<file path="config.mk">
export PLATFORM = sky130hd
export DESIGN_NAME = fetch_queue_stage_flat
export DESIGN_NICKNAME = d
export VERILOG_FILES = /design/src/rtl/fetch_queue_stage_if.sv /design/src/rtl/fetch_queue_stage.sv /design/src/flat_wrapper.sv
export SDC_FILE = /design/constraint.sdc
export NUM_CORES = 1
export LEC_CHECK = 0
export CAP_MARGIN = 20
export CORE_MARGIN = 2
export CORE_UTILIZATION = 37
export CTS_CLUSTER_DIAMETER = 30
export CTS_CLUSTER_SIZE = 28
export DETAILED_ROUTE_END_ITERATION = 6
export GPL_TIMING_DRIVEN = 0
export PLACE_DENSITY = 0.58
export SLEW_MARGIN = 20
export SYNTH_ARGS = -nofsm -noshare
export SYNTH_HDL_FRONTEND = slang
export SYNTH_SLANG_ARGS = --single-unit
</file>
<file path="constraint.sdc">
create_clock -name clk -period 3.25 [get_ports clk]
set_clock_uncertainty 0.05 [all_clocks]
set_input_delay 0.65 -clock clk [delete_from_list [all_inputs] [get_ports clk]]
set_output_delay 0.65 -clock clk [all_outputs]
set_load 0.005 [all_outputs]
</file>
<file path="src/rtl/fetch_queue_stage_if.sv">
`default_nettype none
// ============================================================================
// Module   : fetch_queue_stage_if
// Purpose  : Redirect, instruction-memory and decode handshake bundle for the
//            fetch queue stage. master = fetch stage, slave = environment.
// Revision : 1.0
// ============================================================================
interface fetch_queue_stage_if #(
  parameter int ADDR_W = 32,
  parameter int DATA_W = 32
);
  logic              br_taken;
  logic              j_taken;
  logic              jr_taken;
  logic [ADDR_W-1:0] br_target;
  logic [ADDR_W-1:0] j_target;
  logic [ADDR_W-1:0] jr_target;
  logic              irq;
  logic              exc;

  logic              imem_req;
  logic [ADDR_W-1:0] imem_addr;
  logic [DATA_W-1:0] imem_rdata;

  logic              id_valid;
  logic              id_ready;
  logic [DATA_W-1:0] id_instr;
  logic [ADDR_W-1:0] id_pc_plus4;

  logic              redirect_err;

  modport master (
    input  br_taken, j_taken, jr_taken, br_target, j_target, jr_target,
    input  irq, exc, imem_rdata, id_ready,
    output imem_req, imem_addr, id_valid, id_instr, id_pc_plus4, redirect_err
  );

  modport slave (
    output br_taken, j_taken, jr_taken, br_target, j_target, jr_target,
    output irq, exc, imem_rdata, id_ready,
    input  imem_req, imem_addr, id_valid, id_instr, id_pc_plus4, redirect_err
  );
endinterface
`default_nettype wire

</file>
<file path="src/rtl/fetch_queue_stage.sv">
`default_nettype none
// ============================================================================
// Module   : fetch_queue_stage
// Purpose  : Instruction fetch with credit-counted request/response memory port
//            and an FQ_DEPTH-entry queue toward decode. Optional macro
//            FETCH_KERNEL_BIT_EN preserves/forces the PC top bit on increment.
// Revision : 1.0
// ============================================================================
module fetch_queue_stage #(
  parameter int                 ADDR_W   = 32,
  parameter int                 DATA_W   = 32,
  parameter int                 FQ_DEPTH = 4,
  parameter logic [ADDR_W-1:0]  RESET_PC = '0,
  parameter logic [ADDR_W-1:0]  IRQ_VEC  = 32'h8000_0004,
  parameter logic [ADDR_W-1:0]  EXC_VEC  = 32'h8000_0008,
  parameter logic [ADDR_W-1:0]  ERR_VEC  = '1
) (
  input  logic                clk,
  input  logic                rst,
  fetch_queue_stage_if.master fq
);

  localparam int              PTR_W   = $clog2(FQ_DEPTH);
  localparam int              CNT_W   = PTR_W + 1;
  localparam logic [CNT_W-1:0] DEPTH_C = CNT_W'(FQ_DEPTH);

  logic [ADDR_W-1:0] pc_q, pc_d;
  logic [ADDR_W-1:0] req_pc4_q, req_pc4_d;
  logic              inflight_q, inflight_d;
  logic              drop_q, drop_d;
  logic              redirect_err_q, redirect_err_d;
  logic [PTR_W-1:0]  wr_ptr_q, wr_ptr_d;
  logic [PTR_W-1:0]  rd_ptr_q, rd_ptr_d;
  logic [CNT_W-1:0]  count_q, count_d;

  logic [DATA_W-1:0] instr_mem_q [FQ_DEPTH];
  logic [ADDR_W-1:0] pc4_mem_q   [FQ_DEPTH];

  logic              redirect;
  logic              sel_multi;
  logic [1:0]        sel_cnt;
  logic [ADDR_W-1:0] target;
  logic [ADDR_W-1:0] pc_plus4;
  logic [CNT_W-1:0]  credits;
  logic              issue;
  logic              push;
  logic              pop;
  logic              head_valid;

  always_comb begin
    sel_cnt   = {1'b0, fq.br_taken} + {1'b0, fq.j_taken} + {1'b0, fq.jr_taken};
    sel_multi = !fq.irq && !fq.exc && (sel_cnt >= 2'd2);
    redirect  = fq.irq || fq.exc || (sel_cnt != 2'd0);
    if (fq.irq)           target = IRQ_VEC;
    else if (fq.exc)      target = EXC_VEC;
    else if (sel_multi)   target = ERR_VEC;
    else if (fq.br_taken) target = fq.br_target;
    else if (fq.j_taken)  target = fq.j_target;
    else                  target = fq.jr_target;
  end

  always_comb begin
`ifdef FETCH_KERNEL_BIT_EN
    pc_plus4 = {pc_q[ADDR_W-1] | fq.irq | fq.exc, pc_q[ADDR_W-2:0] + (ADDR_W-1)'(4)};
`else
    pc_plus4 = pc_q + ADDR_W'(4);
`endif
  end

  // Credits cover both stored entries and the response still on the bus,
  // so a push can never find the queue full.
  always_comb begin
    head_valid = (count_q != '0);
    credits    = count_q + CNT_W'(inflight_q);
    issue      = !rst && !redirect && (credits < DEPTH_C);
    push       = inflight_q && !drop_q && !redirect;
    pop        = head_valid && fq.id_ready && !redirect;
  end

  always_comb begin
    pc_d           = pc_q;
    req_pc4_d      = req_pc4_q;
    inflight_d     = issue;
    drop_d         = redirect && inflight_q;
    redirect_err_d = sel_multi;
    wr_ptr_d       = wr_ptr_q;
    rd_ptr_d       = rd_ptr_q;
    count_d        = count_q;
    if (redirect) begin
      pc_d     = target;
      wr_ptr_d = '0;
      rd_ptr_d = '0;
      count_d  = '0;
    end else begin
      if (issue) begin
        pc_d      = pc_plus4;
        req_pc4_d = pc_plus4;
      end
      if (push) wr_ptr_d = wr_ptr_q + 1'b1;
      if (pop)  rd_ptr_d = rd_ptr_q + 1'b1;
      if (push && !pop)      count_d = count_q + 1'b1;
      else if (pop && !push) count_d = count_q - 1'b1;
    end
  end

  always_ff @(posedge clk or posedge rst) begin
    if (rst) begin
      pc_q           <= RESET_PC;
      req_pc4_q      <= '0;
      inflight_q     <= 1'b0;
      drop_q         <= 1'b0;
      redirect_err_q <= 1'b0;
      wr_ptr_q       <= '0;
      rd_ptr_q       <= '0;
      count_q        <= '0;
    end else begin
      pc_q           <= pc_d;
      req_pc4_q      <= req_pc4_d;
      inflight_q     <= inflight_d;
      drop_q         <= drop_d;
      redirect_err_q <= redirect_err_d;
      wr_ptr_q       <= wr_ptr_d;
      rd_ptr_q       <= rd_ptr_d;
      count_q        <= count_d;
    end
  end

  // Payload storage needs no reset: count gates every read.
  always_ff @(posedge clk) begin
    if (push) begin
      instr_mem_q[wr_ptr_q] <= fq.imem_rdata;
      pc4_mem_q[wr_ptr_q]   <= req_pc4_q;
    end
  end

  assign fq.imem_req     = issue;
  assign fq.imem_addr    = pc_q;
  assign fq.id_valid     = head_valid;
  assign fq.id_instr     = head_valid ? instr_mem_q[rd_ptr_q] : '0;
  assign fq.id_pc_plus4  = head_valid ? pc4_mem_q[rd_ptr_q] : '0;
  assign fq.redirect_err = redirect_err_q;

endmodule
`default_nettype wire

</file>
<file path="src/flat_wrapper.sv">
// flat-port wrapper written by rule: the top's interface ports become plain ports
module fetch_queue_stage_flat 
#(
  parameter int                 ADDR_W   = 32,
  parameter int                 DATA_W   = 32,
  parameter int                 FQ_DEPTH = 4,
  parameter logic [ADDR_W-1:0]  RESET_PC = '0,
  parameter logic [ADDR_W-1:0]  IRQ_VEC  = 32'h8000_0004,
  parameter logic [ADDR_W-1:0]  EXC_VEC  = 32'h8000_0008,
  parameter logic [ADDR_W-1:0]  ERR_VEC  = '1
)
  (clk, rst, fq_br_taken, fq_j_taken, fq_jr_taken, fq_br_target, fq_j_target, fq_jr_target, fq_irq, fq_exc, fq_imem_rdata, fq_id_ready, fq_imem_req, fq_imem_addr, fq_id_valid, fq_id_instr, fq_id_pc_plus4, fq_redirect_err);
  fetch_queue_stage_if #(.ADDR_W(ADDR_W), .DATA_W(DATA_W)) fq_i ();
  input  logic clk;
  input  logic rst;
  input wire logic [$bits(fq_i.br_taken)-1:0] fq_br_taken;
  input wire logic [$bits(fq_i.j_taken)-1:0] fq_j_taken;
  input wire logic [$bits(fq_i.jr_taken)-1:0] fq_jr_taken;
  input wire logic [$bits(fq_i.br_target)-1:0] fq_br_target;
  input wire logic [$bits(fq_i.j_target)-1:0] fq_j_target;
  input wire logic [$bits(fq_i.jr_target)-1:0] fq_jr_target;
  input wire logic [$bits(fq_i.irq)-1:0] fq_irq;
  input wire logic [$bits(fq_i.exc)-1:0] fq_exc;
  input wire logic [$bits(fq_i.imem_rdata)-1:0] fq_imem_rdata;
  input wire logic [$bits(fq_i.id_ready)-1:0] fq_id_ready;
  output wire logic [$bits(fq_i.imem_req)-1:0] fq_imem_req;
  output wire logic [$bits(fq_i.imem_addr)-1:0] fq_imem_addr;
  output wire logic [$bits(fq_i.id_valid)-1:0] fq_id_valid;
  output wire logic [$bits(fq_i.id_instr)-1:0] fq_id_instr;
  output wire logic [$bits(fq_i.id_pc_plus4)-1:0] fq_id_pc_plus4;
  output wire logic [$bits(fq_i.redirect_err)-1:0] fq_redirect_err;
  assign fq_i.br_taken = fq_br_taken;
  assign fq_i.j_taken = fq_j_taken;
  assign fq_i.jr_taken = fq_jr_taken;
  assign fq_i.br_target = fq_br_target;
  assign fq_i.j_target = fq_j_target;
  assign fq_i.jr_target = fq_jr_target;
  assign fq_i.irq = fq_irq;
  assign fq_i.exc = fq_exc;
  assign fq_i.imem_rdata = fq_imem_rdata;
  assign fq_i.id_ready = fq_id_ready;
  assign fq_imem_req = fq_i.imem_req;
  assign fq_imem_addr = fq_i.imem_addr;
  assign fq_id_valid = fq_i.id_valid;
  assign fq_id_instr = fq_i.id_instr;
  assign fq_id_pc_plus4 = fq_i.id_pc_plus4;
  assign fq_redirect_err = fq_i.redirect_err;
  fetch_queue_stage #(.ADDR_W(ADDR_W), .DATA_W(DATA_W), .FQ_DEPTH(FQ_DEPTH), .RESET_PC(RESET_PC), .IRQ_VEC(IRQ_VEC), .EXC_VEC(EXC_VEC), .ERR_VEC(ERR_VEC)) u_core (.clk(clk), .rst(rst), .fq(fq_i));
endmodule
</file>
# ---- Word-level counts from Yosys, hierarchy flattened
# Memories as Yosys holds them, arrays and structs flattened.
# Index checks and enable logic that the tools add are counted.
# W data, S select, Z words.
dict set report op_classes {
  add_sub_neg 8
  n_mul 0
  div 0
  magnitude_cmp 2
  eq_ne 0
  n_shift 0
  mux 18
  bitwise_logic 1
  reduce_logical 27
}
# op n
set op_table {}
lappend op_table {{$mux W32} 9}
lappend op_table {{$add A32 B3 Y32 const B} 1}
lappend op_table {{$logic_and A1 B1 Y1} 11}
lappend op_table {{$mux W3} 3}
lappend op_table {{$mux W2} 4}
lappend op_table {{$reduce_bool A2 Y1} 4}
lappend op_table {{$logic_not A1 Y1} 7}
lappend op_table {{$reduce_bool A3 Y1} 2}
lappend op_table {{$add A2 B1 Y2 const B} 2}
lappend op_table {{$add A3 B1 Y3} 1}
lappend op_table {{$add A3 B1 Y3 const B} 1}
lappend op_table {{$lt A3 B3 Y1 const B} 1}
lappend op_table {{$sub A3 B1 Y3 const B} 1}
lappend op_table {{$add A1 B1 Y2} 1}
lappend op_table {{$add A2 B1 Y2} 1}
lappend op_table {{$ge A2 B2 Y1 const B} 1}
lappend op_table {{$logic_or A1 B1 Y1} 2}
lappend op_table {{$mux W1} 2}
lappend op_table {{$reduce_and A2 Y1} 1}
lappend op_table {{$not A1 Y1} 1}
dict set report totals {
  ff_bits 74
  latch_bits 0
  ramBits 256
  rom_bits 0
  inputBits 136
  n_memories 2
}
# memory words word_bits rd rd_ports_with_merged_regs wr line
set memory_table {}
lappend memory_table {u_core.instr_mem_q 4 32 1 0 1 fetch_queue_stage.sv:36} ;# logic [DATA_W-1:0] instr_mem_q [FQ_DEPTH];
lappend memory_table {u_core.pc4_mem_q 4 32 1 0 1 fetch_queue_stage.sv:37} ;# logic [ADDR_W-1:0] pc4_mem_q [FQ_DEPTH];

# ---- Logic depth before layout (Yosys ltp)
dict set report depth {
  word_depth 11
  mapped_depth 11
  depth_no_buf 8
}

# ---- Worst setup path after synthesis
# OpenSTA, ideal clock, no wires.
dict set report synth_timing {
  kind {input to register}
  from {input fq_jr_taken}
  to {memory u_core.instr_mem_q[2][0] (enable)}
  t_arrival_ns 3.586
  required_ns 2.771
  path_slack_ns -0.815
  cell_stages 6
  path_buffers 3
  cell_sequence {fa_1 clkbuf_1 nor4_1 buf_2 clkbuf_1 and3_1}
}
dict set report synth_via {
  elab_chain_cells 7
}
# item line
set synth_lines {}
lappend synth_lines {{start, declared} flat_wrapper.sv:18} ;# input wire logic [$bits(fq_i.jr_taken)-1:0] fq_jr_taken;
lappend synth_lines {{$add A2 B1 Y2} fetch_queue_stage.sv:51} ;# sel_cnt = {1'b0, fq.br_taken} + {1'b0, fq.j_taken} + {1'b0, fq.jr_taken};
lappend synth_lines {{$reduce_bool A2 Y1} fetch_queue_stage.sv:53} ;# redirect = fq.irq || fq.exc || (sel_cnt != 2'd0);
lappend synth_lines {{$logic_or A1 B1 Y1} fetch_queue_stage.sv:53}
lappend synth_lines {{$logic_not A1 Y1} fetch_queue_stage.sv:76} ;# push = inflight_q && !drop_q && !redirect;
lappend synth_lines {{$logic_and A1 B1 Y1} fetch_queue_stage.sv:76}
lappend synth_lines {{$mux W1} fetch_queue_stage.sv:130} ;# if (push) begin
lappend synth_lines {{$mux W1 (not written as such)} fetch_queue_stage.sv:131} ;# instr_mem_q[wr_ptr_q] <= fq.imem_rdata;
lappend synth_lines {{end, declared} fetch_queue_stage.sv:36}
# Every way passes these cells.

# ---- Worst setup path in the final report
dict set report layout_timing {
  from {input fq_jr_taken}
  to {output fq_imem_req}
}
dict set report layout_via {
  elab_chain_cells 6
}
# item line
set layout_lines {}
lappend layout_lines {{$add A2 B1 Y2} fetch_queue_stage.sv:51}
lappend layout_lines {{$reduce_bool A2 Y1} fetch_queue_stage.sv:53}
lappend layout_lines {{$logic_or A1 B1 Y1} fetch_queue_stage.sv:53}
lappend layout_lines {{$logic_not A1 Y1} fetch_queue_stage.sv:75} ;# issue = !rst && !redirect && (credits < DEPTH_C);
lappend layout_lines {{$logic_and A1 B1 Y1 (2 in series)} fetch_queue_stage.sv:75}
lappend layout_lines {{end, declared} flat_wrapper.sv:26} ;# output wire logic [$bits(fq_i.imem_req)-1:0] fq_imem_req;
# Every way passes these cells.

==> metrics.md <==
| Metric | Value |
|---|---|
| Synth area leaders | `edfxtp_1 53%, dfrtp_1 13%, mux4_2 9.9%` |
| Final GP Congestion | `0.783` |
| P_leak | `7.38 nW` |
| CTS tree | `yes` |
| M3 GR Usage | `5.08%` |
| Post-Syn Nets | `1091` |
| CP peak stage delay | `0.48 ns` |
| Syn avg cell area | `15.4 µm²` |
| Minimum clock period | `3.20 ns` |
| Placed insts | `1704` |
| Tcrit/Tclk final | `98.6%` |
| Ys flop type | `edfxtp_1` |
| RR Endpoint | `u_core.fq.imem_addr[28]` |
| Critical Path, Cell by Cell | `clkdlybuf4s50_1, fa_2, nor4_4, buf_4, nand2_4, inv_4, buf_12, clkdlybuf4s15_1` |
| Hold depth | `0` |
| Total GRT Usage | `17.7%` |
| Asr flop ratio synth | `22.4%` |
| Die height | `202 µm` |
| VDD IR max | `395 µV` |
| WL/cell | `19.5 µm` |
| # nets final | `1413` |
| Total grt overflow | `0` |
| Vias per inst | `4.91` |
| Clock root cell | `clkbuf_16` |
| Worst hold slack | `0.467 ns` |
| Worst-path clk slew | `0.04 ns` |
| Crit end category | `primary output` |
| Core Region | `38700 µm²` |
| Critical path class | `primary input to primary output` |
| FF-to-FF setup slack | `0.52 ns` |
| Total number of vias | `9073` |
| Largest area contributor in the netlist | `edfxtp_1` |
| DP Wirelength | `24800 µm` |
| Setup TNS | `0 ns` |
| Register area share after synthesis | `65.5%` |
| Row cnt | `72` |
| Design Area, Final | `20500 µm²` |
| Synth Register Bits | `330` |
| Synth Warn # | `0` |
| Arr. time, crit path | `2.50 ns` |
| Vias in the first global route | `9671` |
| Worst setup SP type | `primary input` |
| Worst-Skew Late Latency | `0.56 ns` |
| Die Wd | `202 µm` |
| Post-synthesis to final-layout area growth | `40.6%` |
| HP Class | `flop to flop` |
| Total chip power | `12.8 mW` |
| Total CTS buffers | `72` |
| Cell area after synthesis | `14600 µm²` |
| Max stage delay cell, worst path | `clkdlybuf4s50_1` |
| Pwr dens | `625 nW/µm²` |
| Hold path endpoint | `u_core.pc4_mem_q[3][6]` |
| Clk buf depth | `3` |
| Num ports | `235` |
| Status | `completed` |
| Max_cap viols | `0` |
| Crit path buf inv count | `5` |
| Share of the synthesized area in the top cell type | `52.8%` |
| Final hold viol count | `0` |
| Final setup violating endpoints | `0` |
| Number of fill cells | `3282` |
| Global-route wire length before repair | `55300 µm` |
| GR peak layer | `met2` |
| RSZ-0062 raised after global routing | `yes` |
| Layout cell share with drive strength beyond 1 | `22.5%` |
| ANT nets after route | `0` |
| Mapped Cells | `947` |
| GR Util met2 | `29.2%` |
| Overall die area | `40900 µm²` |
| Inserted Diodes | `0` |
| Largest net degree at the start of global routing | `52` |
| Initial Util | `37.6%` |
| Crit path depth | `8` |
| Register-to-Register Path Depth | `6` |
| Hold Startpoint | `u_core.req_pc4_q[6]` |
| Drt pass-1 iters | `5` |
| Hold Buf Count CTS | `0` |
| Non-Filler Instances | `1846` |
| Antenna violations before repair | `0` |
| IO Port Bufs | `234` |
| Clock net sink count | `330` |
| Routed WL | `36000 µm` |
| Worst-margin pin slew | `0.698 ns` |
| DP Area | `17700 µm²` |
| H-tree depth | `3` |
| Slew Limit Fails | `0` |
| FF-to-FF Start | `u_core.fq.imem_addr[2]` |
| Post-synth EDFFs | `256` |
| Top Family by Delay on Critical Path | `buffers and inverters` |
| Critical path required time | `2.55 ns` |
| Headroom to the max-slew limit | `53.1%` |
| Number of remaining DRC errors | `0` |
| Met1 usage | `22.4%` |
| Iteration-0 DRC Markers | `495` |
| Synth unique cells | `59` |
| Max Freq | `0.312 GHz` |
| Crit path max fanout | `10` |
[report_power, final]
group / switching (mW) / leakage, nW / internal (mW)
logic: 0.258 / 2.87 / 0.326
clock network: 2.28 / 1.18 / 5.03
registers: 0.146 / 3.33 / 4.74
[Yosys cell counts (all sizes together) (7+ instances only)]
library cell,count
a21oi,56
a2bb2oi,7
a31oi,12
and2,69
and3,11
buf,33
clkbuf,27
dfrtp,74
edfxtp,256
inv,26
mux2,33
mux2i,26
mux4,64
nand2,41
nand3,17
nand4,16
nor2,34
o21ai,46
xnor2,21
xor2,16
[layer usage]
layer | wire, µm | part of all wire [%]
met2 | 17200 | 48
met5 | 0 | 0
met1 | 15700 | 44
met4 | 637 | 1.8
met3 | 2450 | 6.8
[through the flow]
stage | util, % | worst slack [ns]
6_report | 52.8 | 0.0466
5_1_grt | 52.8 | -0.0201
4_1_cts | 52.5 | -0.0759
3_5_place_dp | 45.7 | -1.28
3_3_place_gp | 45.3 | -1.52
2_1_floorplan | - | 0.00270
[area by class of cell]
class,count,area [µm²],area share (%)
plain buffers,57,375,1.83
clock buffers,87,1930,9.43
clock inverters,46,572,2.79
inverters,26,103,0.501
multi-input cells,531,4700,23.0
flip-flops and latches,330,9540,46.6
well taps,518,648,3.17
repair buffers,251,2590,12.7
[layout by cell type (no fill, tap or decap), types with 6 or more instances in the layout]
cell             synthesis  layout
nand2_1                 40      39
buf_2                   25      18
clkinvlp_4               0      11
dfrtp_1                 74      73
a21oi_1                 55      55
bufinv_16                0      10
clkbuf_4                 0       6
edfxtp_1               256     256
clkbuf_1                27      27
clkbuf_16                0      74
mux2i_1                 26      26
nand4_1                 12      12
o21ai_0                 39      39
inv_1                   25      24
clkinv_2                 0       7
a31oi_1                 12      12
clkdlybuf4s50_1          0     229
nor2_1                  33      33
a2bb2oi_1                7       7
mux2_2                  33      33
mux4_2                  64      64
clkinv_1                 0       8
and2_1                  69      69
xor2_1                  16      16
buf_4                    3      17
buf_12                   0       7
xnor2_1                 21      21
a21o_1                   6       6
nand3_1                 17      17
[worst max path at each step]
stage	start	end	slack, ns
floorplan	fq_jr_taken	u_core.count_q[2]	0.003
global placement	fq_br_taken	u_core.instr_mem_q[2][21]	-1.52
detailed placement	fq_j_taken	fq_imem_req	-1.28
CTS	u_core.rd_ptr_q[0]	fq_id_instr[4]	-0.08
global route	u_core.rd_ptr_q[0]	fq_id_pc_plus4[21]	-0.02
finish	fq_jr_taken	fq_imem_req	0.05
[timing repair]
item | 4_1_cts | 5_1_grt
gates resized for setup | 50 | 23
gates cloned | 1 | 0
buffers inserted | 4 | 7
endpoints found under the setup margin | 131 | 60
pin swaps | 2 | 1
[logic make-up (layout without fill, tap and decap cells)]
kind of cell	count (synthesis)	in the layout	synth area share, %
DFF	330	330	65.5
and+or+nand+nor	214	214	8.47
AOI/OAI and AO/OA	149	149	6.22
muxes	123	123	14.2
buffers and inverters	86	467	2.51
xor gates and xnor gates	37	37	2.23
adders and majority gates	8	8	0.791
[flip-flops by register name, indices dropped and copies added, names as in the netlist]
| name | count |
|---|---|
| u_core.instr_mem_q | 128 |
| u_core.req_pc4_q | 32 |
| u_core.count_q | 3 |
| u_core.fq.imem_addr | 32 |
| u_core.pc4_mem_q | 128 |
| u_core.rd_ptr_q | 2 |
| u_core.fq.redirect_err | 1 |
| u_core.inflight_q | 1 |
| u_core.wr_ptr_q | 2 |
| u_core.drop_q | 1 |
Power figures use the tool's default switching activity.
==> RTL change 1: new RTL, same settings <==
`DATA_W` is set to 32 in 3 places; all go to 28.
--- a/src/rtl/fetch_queue_stage_if.sv
+++ b/src/rtl/fetch_queue_stage_if.sv
@@ -7,7 +7,7 @@
 // ============================================================================
 interface fetch_queue_stage_if #(
   parameter int ADDR_W = 32,
-  parameter int DATA_W = 32
+  parameter int DATA_W = 28
 );
   logic              br_taken;
   logic              j_taken;
--- a/src/rtl/fetch_queue_stage.sv
+++ b/src/rtl/fetch_queue_stage.sv
@@ -8,7 +8,7 @@
 // ============================================================================
 module fetch_queue_stage #(
   parameter int                 ADDR_W   = 32,
-  parameter int                 DATA_W   = 32,
+  parameter int                 DATA_W   = 28,
   parameter int                 FQ_DEPTH = 4,
   parameter logic [ADDR_W-1:0]  RESET_PC = '0,
   parameter logic [ADDR_W-1:0]  IRQ_VEC  = 32'h8000_0004,
--- a/src/flat_wrapper.sv
+++ b/src/flat_wrapper.sv
@@ -2,7 +2,7 @@
 module fetch_queue_stage_flat 
 #(
   parameter int                 ADDR_W   = 32,
-  parameter int                 DATA_W   = 32,
+  parameter int                 DATA_W   = 28,
   parameter int                 FQ_DEPTH = 4,
   parameter logic [ADDR_W-1:0]  RESET_PC = '0,
   parameter logic [ADDR_W-1:0]  IRQ_VEC  = 32'h8000_0004,
Interface: changed (resized fq_id_instr and fq_imem_rdata); port bits go from 235 to 227. The function was not compared with the original's and may differ.
==> RTL change 1 against the original RTL <==
  * Largest power group unchanged
  * Worst setup slack improved by 0.0010 ns
  * Critical path type unchanged
  * Synthesized area down 4.1%
  * Sequential cell count is 16 lower
  * Power fell by 4.0%
  * Cell count is 3.0% lower
  * Sequential power fell by 2%
  * Design area shrank 4.7%
  * Wire length increased by 2.0%
  * Non-clock buffer count down 14
==> RTL change 1: results (changes against the original RTL) <==
| Metric | Value |
|---|---|
| Layout cells sized above 1 | 21.72% (-0.80 points) |
| Num CTS Buffers | 69 (-4.2%) |
| Ranking of synthesized cells by area | edfxtp_1, dfrtp_1, mux4_2 |
| Later-pin clock latency in the skew report | 0.55 ns |
| Total routed wirelength | 36,690 µm (+2.0%) |
| Detailed Route Iter0 Violations | 553 (+12%) |
| CP top delay family | buffers and inverters |
| Port bufs | 226 (-3.4%) |
| Slowest cell on the critical path | fa_2 |
| Diodes inserted | 0 (unchanged) |
| Max FO, Critical Path | 12 (+2) |
| Net Count, Synth | 1,058 (-3.0%) |
| Fin nets | 1,366 (-3.3%) |
| Status | finished clean |
| DP Wirelength | 25,020 µm (+1.1%) |
| Sequential element share of the synthesized area | 64.93% (-0.61 points) |
| Post-synth EDFFs | 240 (-6.3%) |
| Synth unique cells | 54 (-8.5%) |
| Gr usage total | 18.98% (+1.3 points) |
| Asr flop ratio synth | 23.57% (+1.1 points) |
| Via/cell ratio | 5.036 (+2.5%) |
| Leak | 6.943 nW (-6.0%) |
| Worst vdd ir | 0.3123 mV (-21%) |
| Global-route wire length before repair | 55,890 µm (+1.1%) |
| Gpl congestion | 0.8431 (+7.7%) |
| Biggest regs | u_core.pc4_mem_q: 128 flops, u_core.instr_mem_q: 112 flops |
| Switching power of the nets | 2.667 mW (-0.61%) |
| Worst slack at placement | -1.586 ns (-0.3070 ns) |
| Vias in the first global route | 9,457 (-2.2%) |
RTL change 1: cell count changes in the layout (fill, tap and decap cells not counted), sizes merged, moves of 8 or more:
cell / unedited run / this run
nand2: 41 / 20
o21ai: 46 / 26
nor2: 34 / 51
edfxtp: 256 / 240
a21oi: 56 / 70
clkbuf: 112 / 120
clkinvlp: 11 / 3
RTL change 1: final cells by class:
type | instances | area [µm²]
Fill cell | 3166 | 17890
Clock buffer | 93 | 1888
Tap cell | 511 | 639.4
Clock inverter | 32 | 426.7
Multi-Input combinational cell | 522 | 4598
Timing Repair Buffer | 241 | 2474
Inverter | 25 | 96.34
Sequential cell | 314 | 9060
Buffer | 53 | 322.8
RTL change 1: power by group through the flow:
stage | Sequential, mW | Clock [mW] | Combinational (mW)
after global routing | 4.83 | 7.18 | 0.698
after global placement | 4.85 | 0 | 0.605
after floorplan | 4.79 | 0 | 0.306
after CTS | 4.81 | 6.95 | 0.635
final | 4.80 | 6.84 | 0.633
after detailed placement | 4.87 | 0 | 0.615
RTL change 1: stage by stage:
stage                     std cells  hold WS [ns]  util [%]  area, µm²
final                          1791        0.4572     52.15      19510
after global placement         1655        0.4468     45.10      16870
after global routing           1791        0.4808     52.15      19510
after floorplan                 918        0.4172         -      13970
after detailed placement       1660        0.4563     45.44      16990
after CTS                      1790        0.4480     52.06      19470
RTL change 1: per-layer routing:
metal / vias to the layer above / routed length (µm) / global-route usage, %
li1: 4163 / - / -
met1: 4455 / 15260 / 23.67
met2: 346 / 17780 / 31.84
met3: 55 / 2999 / 5.962
met4: 0 / 655 / 5.263
met5: - / 0 / 0
RTL change 1: cell families after synthesis:
| family | share of synthesized area [%] |
|---|---|
| compound gates | 6.556 |
| xor+xnor | 2.260 |
| fa+ha+maj | 0.8250 |
| buf+inv | 2.610 |
| flops | 64.93 |
| mux | 14.77 |
| simple gates | 8.053 |
RTL change 1: what timing repair did:
item,in CTS,in global routing
hold endpoints to repair,0,0
pin swaps,4,2
setup buffers,8,2
cloned,2,0
setup endpoints to repair,305,55
gates resized for setup,45,11
RTL change 1: final timing paths:
kind / cells after the start / to / startpoint / slack (ns)
max reg2reg: 6 / u_core.fq.imem_addr[28]$_DFFE_PP0P_ / u_core.fq.imem_addr[2]$_DFFE_PP0P_ / 0.28
max: 7 / fq_imem_req / fq_br_taken / 0.05
min in group asynchronous: 2 / u_core.req_pc4_q[20]$_DFFE_PP0P_ / rst / 0.67
min: 0 / u_core.pc4_mem_q[2][19]$_DFFE_PP_ / u_core.req_pc4_q[19]$_DFFE_PP0P_ / 0.46
max in group asynchronous: 3 / u_core.fq.imem_addr[27]$_DFFE_PP0P_ / rst / 1.90
min reg2reg: 0 / u_core.pc4_mem_q[2][19]$_DFFE_PP_ / u_core.req_pc4_q[19]$_DFFE_PP0P_ / 0.46
==> RTL change 2: new RTL, same flow settings <==
Made on the original files. Reset style: synchronous (`rst`), changed in one clocked block.
--- a/src/rtl/fetch_queue_stage.sv
+++ b/src/rtl/fetch_queue_stage.sv
@@ -103,7 +103,7 @@
     end
   end
 
-  always_ff @(posedge clk or posedge rst) begin
+  always_ff @(posedge clk) begin
     if (rst) begin
       pc_q           <= RESET_PC;
       req_pc4_q      <= '0;
Check against the original RTL: differs if rst is asserted again (counterexample within 4 cycles, from zero or initial values and one cycle with rst high); with rst held inactive, the same outputs for 4 cycles.
==> RTL change 2 against the original RTL <==
  * Synthesized area shrank 2.5%
  * Sequential cell count grew 2
  * Die area shrank 2.5%
  * First-iteration DRC count grew 22%
  * Wire length grew 3.7%
  * Sequential share of layout area shrank 0.66 points
  * Core utilization grew 0.29 points
  * Combinational power shrank 16%
  * Worst hold slack lost 0.050 ns
  * Register-to-register slack lost 0.07 ns
  * Via count grew 2.6%
  * Worst setup slack gained 0.046 ns
  * Power shrank 1.2%
  * Design area shrank 2.0%
==> RTL change 2: results (changes against the original RTL) <==
| Metric | Value |
|---|---|
| Status | finished clean |
| Vias in the first global route | 9,491 (-1.9%) |
| WL met1 | 15,560 µm (-1.0%) |
| Num CTS Buffers | 74 (+2.8%) |
| Worst slack at placement | -1.453 ns (-0.1742 ns) |
| H-tree depth | 3 (unchanged) |
| Largest stage delay, worst path | 0.62 ns (+0.14 ns) |
| Met1 Resource Use GR | 22.96% (+0.52 points) |
| Port bufs | 234 (unchanged) |
| Global-route wire length before repair | 55,400 µm (+0.20%) |
| Seq pwr share | 36.4% (-1.8 points) |
| Net Sw Frac | 21.73% (+0.74 points) |
| XOR/XNOR share of the synthesized area | 2.222% (-0.0044 points) |
| Post-Synth Adder-Cell Area | 0.8112% (+0.020 points) |
| Final design utilization | 53.13% (+0.29 points) |
| Mean routed wirelength per cell | 20.26 µm (+4.0%) |
| Gpl congestion | 0.8549 (+9.2%) |
| Sequential element share of the synthesized area | 64.90% (-0.64 points) |
| Asr flop ratio synth | 0% (-22 points) |
| Detailed Route Iter0 Violations | 605 (+22%) |
| Leak | 6.853 nW (-7.2%) |
| Gr usage total | 18.69% (+1.0 points) |
| Post-synth top cells | edfxtp_1, dfxtp_1, and2_1 |
| GR Util met3 | 5.645% (+0.57 points) |
| DP Wirelength | 24,890 µm (+0.52%) |
| Fin nets | 1,413 (unchanged) |
| Sequential power | 4.60 mW (-5.9%) |
| Clock network power | 7.55 mW (+3.3%) |
| Slew HR | 31.03% (-22 points) |
| Mapped Cells | 943 (-0.42%) |
| Vias post-DR | 9,312 (+2.6%) |
| Max FO, Critical Path | 6 (-4) |
| Ranking of synthesized cells by area | edfxtp_1, dfxtp_1, mux4_2 |
| Met3 wire length | 3072 µm (+25%) |
| Later-pin clock latency in the skew report | 0.57 ns |
| Critical path arrival | 2.46 ns (-0.04 ns) |
| WL met2 | 17,770 µm (+3.5%) |
| Synth unique cells | 53 (-10%) |
| Multiplexer area fraction after synthesis | 14.87% (+0.62 points) |
| Number of setup buffers added after CTS | 7 (+3) |
| CP top delay family | simple AND/OR/NAND/NOR gates |
| Post_cts resized | 45 (-10%) |
| Total routed wirelength | 37,300 µm (+3.7%) |
| DP Area | 17,280 µm² (-2.3%) |
| Worst vdd ir | 0.2850 mV (-28%) |
| Pin count of the biggest net entering global routing | 39 (-25%) |
| Grt met2 use | 31.04% (+1.9 points) |
| Slowest cell on the critical path | or4_4 |
| Layout cells sized above 1 | 23.61% (+1.1 points) |
## RTL change 2: final timing paths
check	start	endpoint	slack (ns)	cells past startpoint
worst max-delay path	fq_jr_taken	fq_imem_req	0.09	8
worst max register to register	u_core.inflight_q$_SDFF_PP0_	u_core.count_q[2]$_SDFFE_PP0P_	0.45	8
worst min-delay path	u_core.fq.imem_addr[0]$_SDFFE_PP0P_	u_core.req_pc4_q[0]$_SDFFE_PP0P_	0.42	2
worst min register to register	u_core.fq.imem_addr[0]$_SDFFE_PP0P_	u_core.req_pc4_q[0]$_SDFFE_PP0P_	0.42	2
## RTL change 2: final cells by class
type	instances	share of cell area [%]
Clock buffer	77	9.444
Buffer	62	1.678
Multi-Input combinational cell	536	23.46
Inverter	14	0.2869
Sequential cell	332	45.95
Clock inverter	60	3.450
Tap cell	511	3.188
Timing Repair Buffer	249	12.54
